`src/rtl/sass_pkg.sv`:
```
// Shared keypad types, used by the debouncer and the note priority decoder.
package sass_pkg;

    localparam int NUM_KEYS = 14;

    typedef logic [NUM_KEYS-1:0] key_vec_t;

endpackage

```
`src/rtl/key_debounce_if.sv`:
```
// Keypad front-end bus: raw keys and sample strobe in, clean levels and edge pulses out.
interface key_debounce_if;
    import sass_pkg::*;

    key_vec_t keys_i;
    logic     strobe_i;
    key_vec_t synced_o;
    key_vec_t press_o;
    key_vec_t release_o;

    modport master (
        output keys_i, strobe_i,
        input  synced_o, press_o, release_o
    );

    modport slave (
        input  keys_i, strobe_i,
        output synced_o, press_o, release_o
    );
endinterface

```
`src/rtl/key_debounce_ch.sv`:
```
// One key channel: 2-FF synchroniser, strobed debounce counter, stable level.
// Press/release pulse flops exist only when KEY_EDGE_PULSE_EN is defined.
module key_debounce_ch #(
    parameter int DEBOUNCE_CYCLES = 4
) (
    input  logic clk,
    input  logic rst,
    input  logic key_i,
    input  logic strobe_i,
    output logic synced_o,
    output logic press_o,
    output logic release_o
);
    localparam int              CNT_W    = $clog2(DEBOUNCE_CYCLES + 1);
    localparam logic [CNT_W-1:0] CNT_LAST = CNT_W'(DEBOUNCE_CYCLES - 1);

    logic             s1_q, s1_d;
    logic             s2_q, s2_d;
    logic             stable_q, stable_d;
    logic [CNT_W-1:0] cnt_q, cnt_d;

    always_comb begin
        // NOTE: every always_comb output gets a default first so no latch is inferred.
        s1_d     = key_i;
        s2_d     = s1_q;
        stable_d = stable_q;
        cnt_d    = cnt_q;
        // A return to the accepted level collapses the count even between strobes.
        if (s2_q == stable_q) begin
            cnt_d = '0;
        end else if (strobe_i && (cnt_q == CNT_LAST)) begin
            stable_d = s2_q;
            cnt_d    = '0;
        end else if (strobe_i) begin
            cnt_d = cnt_q + 1'b1;
        end
    end

    always_ff @(posedge clk) begin
        // NOTE: state flops use non-blocking assignments; reset is synchronous.
        if (rst) begin
            s1_q     <= 1'b0;
            s2_q     <= 1'b0;
            stable_q <= 1'b0;
            cnt_q    <= '0;
        end else begin
            s1_q     <= s1_d;
            s2_q     <= s2_d;
            stable_q <= stable_d;
            cnt_q    <= cnt_d;
        end
    end

    assign synced_o = stable_q;

`ifdef KEY_EDGE_PULSE_EN
    logic press_q, press_d;
    logic release_q, release_d;

    always_comb begin
        press_d   = stable_d & ~stable_q;
        release_d = ~stable_d & stable_q;
    end

    always_ff @(posedge clk) begin
        if (rst) begin
            press_q   <= 1'b0;
            release_q <= 1'b0;
        end else begin
            press_q   <= press_d;
            release_q <= release_d;
        end
    end

    assign press_o   = press_q;
    assign release_o = release_q;
`else
    assign press_o   = 1'b0;
    assign release_o = 1'b0;
`endif

endmodule

```
`src/rtl/key_debounce.sv`:
```
// Keypad front end: NUM_KEYS independent debounce channels fanned in/out of the bus.
// Optional press/release pulses: define KEY_EDGE_PULSE_EN.
module key_debounce
    import sass_pkg::*;
#(
    parameter int DEBOUNCE_CYCLES = 4
) (
    input logic           clk,
    input logic           rst,
    key_debounce_if.slave bus
);
    key_vec_t synced;
    key_vec_t press;
    key_vec_t rel;

    for (genvar k = 0; k < NUM_KEYS; k++) begin : g_ch
        key_debounce_ch #(
            .DEBOUNCE_CYCLES(DEBOUNCE_CYCLES)
        ) u_ch (
            .clk      (clk),
            .rst      (rst),
            .key_i    (bus.keys_i[k]),
            .strobe_i (bus.strobe_i),
            .synced_o (synced[k]),
            .press_o  (press[k]),
            .release_o(rel[k])
        );
    end

    assign bus.synced_o  = synced;
    assign bus.press_o   = press;
    assign bus.release_o = rel;

endmodule

```
`src/flat_wrapper.sv`:
```
// flat-port wrapper written by rule: the top's interface ports become plain ports
module key_debounce_flat import sass_pkg::*;
#(
    parameter int DEBOUNCE_CYCLES = 4
)
  (clk, rst, bus_keys_i, bus_strobe_i, bus_synced_o, bus_press_o, bus_release_o);
  key_debounce_if bus_i ();
  input logic clk;
  input logic rst;
  input wire logic [$bits(bus_i.keys_i)-1:0] bus_keys_i;
  input wire logic [$bits(bus_i.strobe_i)-1:0] bus_strobe_i;
  output wire logic [$bits(bus_i.synced_o)-1:0] bus_synced_o;
  output wire logic [$bits(bus_i.press_o)-1:0] bus_press_o;
  output wire logic [$bits(bus_i.release_o)-1:0] bus_release_o;
  assign bus_i.keys_i = bus_keys_i;
  assign bus_i.strobe_i = bus_strobe_i;
  assign bus_synced_o = bus_i.synced_o;
  assign bus_press_o = bus_i.press_o;
  assign bus_release_o = bus_i.release_o;
  key_debounce #(.DEBOUNCE_CYCLES(DEBOUNCE_CYCLES)) u_core (.clk(clk), .rst(rst), .bus(bus_i));
endmodule
```
`config.mk`:
```
export PLATFORM = sky130hd
export DESIGN_NAME = key_debounce_flat
export DESIGN_NICKNAME = d
export VERILOG_FILES = /design/src/rtl/sass_pkg.sv /design/src/rtl/key_debounce_if.sv /design/src/rtl/key_debounce_ch.sv /design/src/rtl/key_debounce.sv /design/src/flat_wrapper.sv
export SDC_FILE = /design/constraint.sdc
export NUM_CORES = 1
export LEC_CHECK = 0
export ABC_AREA = 1
export ABC_CLOCK_PERIOD_IN_PS = 3200
export BUFFER_PORTS_ARGS = -buffer_cell sky130_fd_sc_hd__buf_2
export CORE_UTILIZATION = 41
export CTS_BUF_LIST = sky130_fd_sc_hd__clkbuf_8
export DETAILED_ROUTE_END_ITERATION = 8
export GPL_ROUTABILITY_DRIVEN = 0
export PLACE_DENSITY = 0.64
export SLEW_MARGIN = 20
export SYNTH_ARGS = -nofsm -noshare
export SYNTH_HDL_FRONTEND = slang
export SYNTH_SLANG_ARGS = --single-unit
```
`constraint.sdc`:
```
create_clock -name clk -period 3.2 [get_ports clk]
set_clock_uncertainty 0.15 [all_clocks]
set_input_delay 0.64 -clock clk [delete_from_list [all_inputs] [get_ports clk]]
set_output_delay 0.64 -clock clk [all_outputs]
set_load 0.05 [all_outputs]
```
==> results of run 1 <==
-- layout by cell type (no fill, tap or decap), drive strengths merged, types with 14 or more instances in the layout --
cell,instances
dfxtp,84
buf,32
nand2,140
inv,100
conb,28
o21ai,14
and2,14
a21oi,28
ha,28
nor2,84
xnor2,14
-- cell usage after synthesis --
| master | n | share of area (%) |
|---|---|---|
| and2_1 | 2 | 0.31 |
| buf_2 | 10 | 1.2 |
| nor2_1 | 84 | 7.7 |
| conb_1 | 1 | 0.092 |
| ha_1 | 28 | 8.6 |
| xnor2_1 | 14 | 3.0 |
| inv_1 | 99 | 9.1 |
| buf_4 | 46 | 8.4 |
| a21oi_1 | 28 | 3.4 |
| and2_0 | 12 | 1.8 |
| o21ai_0 | 14 | 1.7 |
| clkbuf_1 | 1 | 0.092 |
| nand2_1 | 140 | 13 |
| inv_2 | 1 | 0.092 |
| buf_6 | 2 | 0.55 |
| dfxtp_1 | 84 | 41 |
-- through the flow --
stage	instances	hold slack (ns)
6_report	712	0.252
2_1_floorplan	593	0.238
3_3_place_gp	699	0.240
3_5_place_dp	699	0.244
5_1_grt	712	0.273
4_1_cts	712	0.255
-- routing by layer --
layer	track usage [%]	wire (microns)	vias to the layer above
li1	-	-	1611
met1	15.5	3040	1318
met2	24.6	2950	47
met3	2.67	202	11
met4	6.92	133	0
met5	0	0	-
-- area by class of cell --
| class | instances | area share [%] |
|---|---|---|
| Tap cell | 133 | 3.87 |
| Timing Repair Buffer | 32 | 4.14 |
| Multi-Input combinational cell | 350 | 40.0 |
| Sequential cell | 84 | 39.1 |
| Clock buffer | 10 | 3.20 |
| Clock inverter | 3 | 0.932 |
| Inverter | 100 | 8.74 |
-- where the power goes --
| part | total (W) | internal, W | switching, W |
|---|---|---|---|
| clock network | 0.000714 | 0.000367 | 0.000347 |
| registers | 0.00107 | 0.00106 | 0.00000923 |
| logic | 0.000169 | 0.0000360 | 0.000133 |
| total | 0.00196 | 0.00147 | 0.000490 |
-- flip-flops by register name (all words and copies together), names as in the netlist --
name / cells
u_core.g_ch.u_ch.s2_q: 14
u_core.g_ch.u_ch.synced_o: 14
u_core.g_ch.u_ch.s1_q: 14
u_core.g_ch.u_ch.cnt_q: 42
-- logic make-up (layout without fill, tap and decap cells) --
| group | count (synthesis) | count (layout) | share of synthesized area (%) |
|---|---|---|---|
| adders and majority gates | 28 | 28 | 8.56 |
| DFF | 84 | 84 | 41.1 |
| xor gates and xnor gates | 14 | 14 | 3.00 |
| and+or+nand+nor | 238 | 238 | 22.7 |
| AOI/OAI and AO/OA | 42 | 42 | 5.13 |
| other | 1 | 28 | 0.0916 |
| buffers and inverters | 159 | 145 | 19.5 |
-- how the worst min path moves through the flow --
stage                                 to                      start  slack, ns
2_1_floorplan   u_core.g_ch[0].u_ch.s2_q   u_core.g_ch[0].u_ch.s1_q       0.24
3_3_place_gp    u_core.g_ch[4].u_ch.s2_q   u_core.g_ch[4].u_ch.s1_q       0.24
3_5_place_dp    u_core.g_ch[5].u_ch.s2_q   u_core.g_ch[5].u_ch.s1_q       0.24
4_1_cts         u_core.g_ch[5].u_ch.s2_q   u_core.g_ch[5].u_ch.s1_q       0.26
5_1_grt        u_core.g_ch[13].u_ch.s2_q  u_core.g_ch[13].u_ch.s1_q       0.27
6_report        u_core.g_ch[5].u_ch.s2_q   u_core.g_ch[5].u_ch.s1_q       0.25
-- worst register-to-register path: stages (launching register included) --
cell and delay (ns):
dfxtp_1 0.33, ha_1 0.20, ha_1 0.23, a21oi_1 0.15, nand2_1 0.12, nor2_1 0.10
==> impl_metrics.json, run 1 <==
{
  "tightest_slew_ns": 0.629,
  "crit_start": "u_core.g_ch[11].u_ch.synced_o",
  "vias": 2987,
  "antenna_cells": 0,
  "slowest_stage": "dfxtp_1",
  "stdcell_area_sq_um": 4300,
  "cp_num_cells": 1,
  "synth_cell_types": 16,
  "start_util_pct": 42.1,
  "setup.reg_to_reg.worst_slack_ns": 1.85,
  "outcome": "complete, no violations",
  "clkSinkCount": 84,
  "antenna_left": 0,
  "drt-vias-per-instance": 4.20,
  "final_hold_viol_count": 0,
  "setup_slack_ns": 1.40,
  "cts_setup_buffers": 0,
  "first_pass_iters": 4,
  "cts.clk_slew.worst_paths_ns": 0.08,
  "root_buffer": "clkbuf_8",
  "path_class": "flop to output pin",
  "die_h_microns": 102,
  "design.core.area_sq_um": 9730,
  "grt_remaining_overflow": 0,
  "leakagePower_nw": 2.04,
  "pre_cts_ws_ns": 1.05,
  "fmax_ghz": 0.555,
  "finalCritPeriodShare_pct": 56.3,
  "cts_hold_buf": 0,
  "drive_gt1_share_pct": 7.94,
  "endpoint": "bus_synced_o[11]",
  "setup_viol": 0,
  "max-slew-margin-rel_pct": 58.0,
  "rows": 36,
  "tritoncts": "yes",
  "powerDensity_nw_per_um2": 455,
  "die_area_sq_um": 10400,
  "port_buffers": 30,
  "peakVddDrop_mv": 0.201,
  "io-pin-count": 59,
  "numCtsBuffers": 9,
  "hold_class": "flop to flop",
  "regArea_sq_um": 1680,
  "fp.dieW_microns": 102,
  "avgSynthCellArea_sq_um": 7.23,
  "hold-path-cell-count": 2,
  "grt_pass1_vias": 2805,
  "clockBufferDepth": 2,
  "ys_ff_latch": 84,
  "finalSetupTns_ns": 0,
  "reg2reg_depth": 5,
  "cts_resized": 0,
  "area_growth_pct": 4.92,
  "r2r-start": "u_core.g_ch[2].u_ch.cnt_q[0]",
  "rsz0062_at_grt": "false",
  "drt_iter0_markers": 105,
  "place_area_sq_um": 4120,
  "dp_hpwl_mm": 4.32,
  "nets": 622,
  "n_fill_cell": 1010,
  "grt_pass1_wl_mm": 11.3,
  "drt-total-wl_mm": 6.32,
  "yosys_warnings": 0,
  "start_kind": "flop",
  "period_minus_slack_ns": 1.80,
  "slew_viol_final": 0,
  "critical_path_buf_inv_count": 1,
  "insertion_delay_ns": 0.34,
  "cp_top_family": "flip-flops",
  "synth_cells": 566,
  "utilization_pct": 44.1,
  "crit_chain": "buf_2",
  "antenna_found_initial": 0,
  "end_kind": "output pin",
  "drc_errors": 0,
  "cp_slowest_stage_delay_ns": 0.38,
  "htreeDepth": 3,
  "multi_input_area_sq_um": 1720,
  "worst-path-max-fanout": 4,
  "netlist_area_sq_um": 4090,
  "rr_endpoint": "u_core.g_ch[2].u_ch.cnt_q[0]",
  "routedWlPerCell_microns": 8.87,
  "cap_violations": 0,
  "yosysSeqAreaShare_pct": 41.1,
  "fin_total_pwr_w": 0.00196,
  "track_usage_pct": 13.7,
  "critical_path_required_ns": 2.41,
  "arrival_ns": 1.01,
  "grt_max_degree": 56
}
(Power assumes the default switching activity.)
==> run 2, diff against run 1 <==
--- a/config.mk
+++ b/config.mk
@@ -5,14 +5,14 @@
 export SDC_FILE = /design/constraint.sdc
 export NUM_CORES = 1
 export LEC_CHECK = 0
-export ABC_AREA = 1
-export ABC_CLOCK_PERIOD_IN_PS = 3200
+export ABC_AREA = 0
+export ABC_CLOCK_PERIOD_IN_PS = 1460
 export BUFFER_PORTS_ARGS = -buffer_cell sky130_fd_sc_hd__buf_2
 export CORE_UTILIZATION = 41
 export CTS_BUF_LIST = sky130_fd_sc_hd__clkbuf_8
 export DETAILED_ROUTE_END_ITERATION = 8
 export GPL_ROUTABILITY_DRIVEN = 0
-export PLACE_DENSITY = 0.64
+export PLACE_DENSITY = 0.67
 export SLEW_MARGIN = 20
 export SYNTH_ARGS = -nofsm -noshare
 export SYNTH_HDL_FRONTEND = slang
==> constraint.sdc (replaced) <==
create_clock -name clk -period 1.46 [get_ports clk]
set_clock_uncertainty 0.15 [all_clocks]
set_input_delay 0.292 -clock clk [delete_from_list [all_inputs] [get_ports clk]]
set_output_delay 0.292 -clock clk [all_outputs]
set_load 0.05 [all_outputs]
==> run 2 against run 1 <==
Against the previous run:
- via count decreased by 17%
- critical path type is now flop to flop
- sequential cell count unchanged
- routed wire length is 11% lower
- utilization rose by 3.1 points
- highest routed layer unchanged
- combinational power rose to 2.7 times the previous value
- clock power rose by 140%
==> impl_metrics.json, run 2 <==
{
  "synth_cell_types": 19,
  "utilization_pct": 47.2,
  "insertion_delay_ns": 0.34,
  "drt-vias-per-instance": 4.57,
  "die_area_sq_um": 9980,
  "port_buffers": 30,
  "powerDensity_nw_per_um2": 1030,
  "root_buffer": "clkbuf_8",
  "numCtsBuffers": 9,
  "final_hold_viol_count": 0,
  "p_comb_share_pct": 10.1,
  "netlist.area_leader.share_pct": 42.8,
  "cts.clk_slew.worst_paths_ns": 0.08,
  "ys_ff_latch": 84,
  "antenna_left": 0,
  "hold_class": "primary input to flop",
  "area_growth_pct": 11.5,
  "synth.area.mux_share_pct": 3.56,
  "async_flop_share_pct": 0,
  "dp_cells": 517,
  "vias": 2473,
  "routedWlPerCell_microns": 10.3,
  "synth_top_family_by_area": "simple AND/OR/NAND/NOR gates",
  "rsz0062_at_grt": "false",
  "setup_viol": 0,
  "leakagePower_nw": 1.81,
  "fp.dieW_microns": 99.9,
  "stdcell_area_sq_um": 4380,
  "synth_cells": 382,
  "synthAdderAreaFrac_pct": 8.91,
  "final_cell_mix": "81 x dfxtp_1, 28 x xnor2_1, 28 x nor3_1, 28 x nor2b_1, 28 x conb_1",
  "synthXorXnorAreaFrac_pct": 6.24,
  "slew_viol_final": 0,
  "yosys_warnings": 0,
  "place_area_sq_um": 4020,
  "nets": 453,
  "drt_iter0_markers": 64,
  "yosys-top-cells-count": "84 x dfxtp_1, 45 x buf_4",
  "io-pin-count": 59,
  "finalCritPeriodShare_pct": 96.8,
  "intPower_w": 0.00343,
  "drt-total-wl_mm": 5.60,
  "dp_hpwl_mm": 4.00,
  "layout_commonest_cell": "dfxtp_1",
  "die_h_microns": 99.9,
  "end_kind": "flop",
  "outcome": "complete, no violations",
  "netlist_area_sq_um": 3930,
  "synth_largest_area_cell": "dfxtp_1",
  "reg2reg_depth": 4,
  "finalSetupTns_ns": 0,
  "htreeDepth": 3,
  "grt_max_degree": 36,
  "p_sw_share_pct": 24.0,
  "largest_reg_flops": 42,
  "fmax_ghz": 0.707,
  "antenna_found_initial": 0,
  "start_kind": "flop",
  "peakVddDrop_mv": 0.505,
  "ys.flop_type": "dfxtp_1",
  "arrival_ns": 1.52,
  "grt_remaining_overflow": 0,
  "tritoncts": "yes",
  "path_class": "flop to flop",
  "synthSimpleGateAreaFrac_pct": 17.8,
  "design.core.area_sq_um": 9280,
  "hold-path-cell-count": 2,
  "avgSynthCellArea_sq_um": 10.3,
  "n_fill_cell": 862,
  "antenna_cells": 0,
  "first_pass_iters": 4,
  "drive_gt1_share_pct": 23.5,
  "clockBufferDepth": 2,
  "period_minus_slack_ns": 1.41,
  "regMostFlops": "u_core.g_ch.u_ch.cnt_q",
  "rows": 35,
  "fin_total_pwr_w": 0.00452,
  "p_clk_share_pct": 37.6,
  "track_usage_pct": 12.4,
  "clkSinkCount": 84,
  "synth_most_common_cell": "dfxtp_1",
  "seqPwrFrac_pct": 52.2,
  "synth_compound_area_share_pct": 8.02,
  "drc_errors": 0,
  "synth_edf_count": 0,
  "grt_pass1_vias": 2352,
  "cap_violations": 0,
  "synth_area_leaders": "dfxtp_1 43%, ha_1 8.9%, buf_4 8.6%",
  "critical_path_required_ns": 1.56,
  "start_util_pct": 42.3,
  "yosysSeqAreaShare_pct": 42.8,
  "fin_cells": 541,
  "cts_setup_buffers": 0,
  "worst-path-max-fanout": 3,
  "switchingPower_w": 0.00109,
  "grt_pass1_wl_mm": 9.93
}
-- run 2: cell count changes in the layout (fill, tap and decap cells not counted), sizes merged, moves of 28 or more --
cell,before,now
nor2,84,14
nor2b,0,28
nand2,140,14
inv,100,15
nor3,0,28
-- run 2: kinds of logic after synthesis --
| logic type | Yosys count |
|---|---|
| AOI/OAI and AO/OA | 42 |
| xor gates and xnor gates | 28 |
| adders and majority gates | 28 |
| buffers and inverters | 73 |
| DFF | 84 |
| muxes | 14 |
| other | 1 |
| and+or+nand+nor | 112 |
-- run 2: layout make-up --
cell class              instances  area, sq um  area share, %
clock inverters                 6         81.3           1.86
multi-input cells             252         1890           43.2
clock buffers                   9          124           2.83
well taps                     129          161           3.68
repair buffers                 47          388           8.85
inverters                      14         52.6           1.20
flip-flops and latches         84         1690           38.4
-- run 2: final timing paths --
path / start / endpoint / slack (ns)
setup reg to reg: u_core.g_ch[11].u_ch.cnt_q[0] / u_core.g_ch[11].u_ch.cnt_q[2] / 0.05
setup / recovery: u_core.g_ch[11].u_ch.cnt_q[0] / u_core.g_ch[11].u_ch.cnt_q[2] / 0.05
hold reg to reg: u_core.g_ch[1].u_ch.s1_q / u_core.g_ch[1].u_ch.s2_q / 0.29
hold / removal: bus_keys_i[10] / u_core.g_ch[10].u_ch.s1_q / 0.01
-- run 2: worst max-delay path, stage by stage (launching register included) --
cell and delay (ns):
dfxtp_1 0.34, ha_1 0.21, ha_2 0.20, a21o_1 0.19, nor4b_2 0.25
-- run 2: timing repair --
action	4_1_cts	5_1_grt
resized for setup	4	29
setup endpoints to repair	7	34
pin swaps	4	14
hold buffers	9	0
endpoints found under the hold margin	9	0
cloned	0	0
-- run 2: power groups by stage --
stage / Clock (W) / Sequential [W] / Combinational, W
final: 0.00170 / 0.00236 / 0.000457
after global routing: 0.00186 / 0.00236 / 0.000497
after CTS: 0.00177 / 0.00236 / 0.000459
after detailed placement: 0 / 0.00241 / 0.000440
after global placement: 0 / 0.00241 / 0.000431
after floorplan: 0 / 0.00241 / 0.000439
-- run 2: layer usage --
| metal | GRT usage [%] | vias up | wire, microns |
|---|---|---|---|
| met1 | 13.9 | 1159 | 2500 |
| met5 | 0 | - | 0 |
| met3 | 2.86 | 6 | 185 |
| met2 | 22.3 | 41 | 2820 |
| li1 | - | 1267 | - |
| met4 | 6.00 | 0 | 93 |
-- run 2: through the flow --
stage	setup WS, ns	hold WS, ns
2_1_floorplan	0.102	0.264
3_3_place_gp	0.0529	0.268
3_5_place_dp	0.00755	0.277
4_1_cts	0.00117	0.00120
5_1_grt	0.000832	0.00832
6_report	0.0465	0.0145
==> run 3, diff against run 2 <==
--- a/config.mk
+++ b/config.mk
@@ -12,7 +12,7 @@
 export CTS_BUF_LIST = sky130_fd_sc_hd__clkbuf_8
 export DETAILED_ROUTE_END_ITERATION = 8
 export GPL_ROUTABILITY_DRIVEN = 0
-export PLACE_DENSITY = 0.67
+export PLACE_DENSITY = 0.72
 export SLEW_MARGIN = 20
 export SYNTH_ARGS = -nofsm -noshare
 export SYNTH_HDL_FRONTEND = slang
==> constraint.sdc (replaced) <==
create_clock -name clk -period 1.46 [get_ports clk]
set_clock_uncertainty 0.15 [all_clocks]
set_input_delay 0.292 -clock clk [delete_from_list [all_inputs] [get_ports clk]]
set_output_delay 0.292 -clock clk [all_outputs]
set_load 0.005 [all_outputs]
==> run 3 against run 2 <==
Against the previous run:
- clock power fell by 11%
- cell area fell by 0.57%
- combinational power fell by 30%
- largest power group unchanged
- power fell by 7.1%
- final cell count rose by 0.92%
- maximum frequency fell by 0.22%
- sequential share of layout area rose by 0.31 points
- critical path type unchanged
- largest cell class unchanged
- via count fell by 1.1%
- routed wire length rose by 2.0%
- sequential cell count did not move
- setup slack got worse by 0.0031 ns
==> impl_metrics.json, run 3 (same netlist as run 2, synthesis figures left out) <==
{
  "dp_hpwl_mm": 3.92,
  "htreeDepth": 3,
  "clockBufferDepth": 2,
  "fmax_ghz": 0.706,
  "final_cell_mix": "78 x dfxtp_1, 29 x buf_2",
  "grt_pass1_wl_mm": 10.1,
  "largest_reg_flops": 42,
  "powerDensity_nw_per_um2": 962,
  "pre_cts_ws_ns": -0.0176,
  "peakVddDrop_mv": 0.646,
  "outcome": "complete, no violations",
  "design.core.area_sq_um": 9280,
  "drc_errors": 0,
  "insertion_delay_ns": 0.35,
  "track_usage_pct": 12.6,
  "drt-vias-per-instance": 4.48,
  "regMostFlops": "u_core.g_ch.u_ch.cnt_q",
  "grt_max_degree": 38,
  "reg2reg_depth": 4,
  "end_kind": "flop",
  "layout_commonest_cell": "dfxtp_1",
  "root_buffer": "clkbuf_8",
  "cap_violations": 0,
  "final_hold_viol_count": 0,
  "utilization_pct": 47.0,
  "critical_path_required_ns": 1.57,
  "r2r-start": "u_core.g_ch[5].u_ch.cnt_q[0]",
  "die_area_sq_um": 9980,
  "crit_start": "u_core.g_ch[5].u_ch.cnt_q[0]",
  "drt_iter0_markers": 70,
  "finalCritPeriodShare_pct": 97.0,
  "antenna_cells": 0,
  "drive_gt1_share_pct": 24.7,
  "setup_slack_ns": 0.0434,
  "nets": 457,
  "vias": 2447,
  "die_h_microns": 99.9,
  "routedWlPerCell_microns": 10.5,
  "setup.reg_to_reg.worst_slack_ns": 0.04,
  "period_minus_slack_ns": 1.42,
  "area_growth_pct": 10.9,
  "path_class": "flop to flop",
  "slew_viol_final": 0,
  "port_buffers": 30,
  "drt-total-wl_mm": 5.71,
  "grt_remaining_overflow": 0,
  "setup_viol": 0,
  "antenna_left": 0,
  "antenna_found_initial": 0,
  "cts.clk_slew.worst_paths_ns": 0.09,
  "start_util_pct": 42.3,
  "clkSinkCount": 84,
  "rows": 35,
  "start_kind": "flop",
  "rsz0062_at_grt": "false",
  "io-pin-count": 59,
  "hold_class": "primary input to flop",
  "rr_endpoint": "u_core.g_ch[5].u_ch.cnt_q[2]",
  "tritoncts": "yes",
  "numCtsBuffers": 9,
  "grt_pass1_vias": 2375,
  "worst-path-max-fanout": 3,
  "endpoint": "u_core.g_ch[5].u_ch.cnt_q[2]",
  "leakagePower_nw": 1.82,
  "arrival_ns": 1.53,
  "first_pass_iters": 4,
  "fp.dieW_microns": 99.9
}
[run 3: changes by cell type in the layout (fill, tap and decap cells not counted), moves of 2 or more]
cell / previous run / this run
dfxtp_2: 3 / 6
clkbuf_4: 10 / 0
buf_2: 15 / 29
dfxtp_1: 81 / 78
buf_4: 9 / 6
inv_6: 0 / 3
bufinv_16: 2 / 0
dlygate4sd3_1: 9 / 13
[run 3: timing repair]
action	in CTS	in global routing
hold buffers	13	0
hold endpoints to repair	13	0
pin swaps	7	18
buffers inserted	0	0
resized for setup	5	16
setup endpoints to repair	9	14
[run 3: critical path: stages (launching register included)]
cell,delay (ns)
dfxtp_1,0.33
ha_1,0.21
ha_2,0.21
a21o_1,0.21
nor4b_2,0.23
[run 3: power breakdown]
group / switching (W) / total, W / internal (W) / leakage [nW]
Clock: 0.000839 / 0.00152 / 0.000677 / 0.0935
Combinational: 0.000166 / 0.000321 / 0.000155 / 1.04
Sequential: 0.0000210 / 0.00236 / 0.00234 / 0.686
[run 3: metal layers]
metal / wire length [microns] / track usage, % / vias up
met5: 0 / 0 / -
li1: - / - / 1274
met2: 2770 / 22.6 / 44
met1: 2680 / 13.8 / 1121
met4: 92 / 5.77 / 0
met3: 165 / 3.62 / 8
[run 3: how the worst min path moves through the flow]
stage,startpoint,endpoint,slack (ns),cells past startpoint
after floorplan,u_core.g_ch[0].u_ch.s1_q,u_core.g_ch[0].u_ch.s2_q,0.26,1
after global placement,u_core.g_ch[0].u_ch.s1_q,u_core.g_ch[0].u_ch.s2_q,0.27,1
after detailed placement,u_core.g_ch[13].u_ch.s1_q,u_core.g_ch[13].u_ch.s2_q,0.27,1
after CTS,bus_keys_i[8],u_core.g_ch[8].u_ch.s1_q,0.02,2
after global routing,bus_keys_i[8],u_core.g_ch[8].u_ch.s1_q,0.02,2
final,bus_keys_i[8],u_core.g_ch[8].u_ch.s1_q,0.04,2
[run 3: through the flow]
stage | instance area (sq um) | hold WS (ns) | total power [W] | std cells | setup TNS [ns]
finish | 4360 | 0.0430 | 0.00419 | 546 | 0
global route | 4360 | 0.0241 | 0.00440 | 546 | 0
CTS | 4330 | 0.0168 | 0.00426 | 546 | 0
detailed placement | 4000 | 0.275 | 0.00271 | 517 | -0.0345
global placement | 4000 | 0.267 | 0.00270 | 517 | 0
floorplan | 4030 | 0.264 | 0.00270 | 409 | 0
[run 3: cell type report]
cell class,instances,area (sq um)
Fill cell,873,4920
Multi-Input combinational cell,252,1890
Sequential cell,84,1690
Timing Repair Buffer,51,380
Tap cell,129,161
Clock buffer,10,138
Inverter,14,52.6
Clock inverter,6,43.8
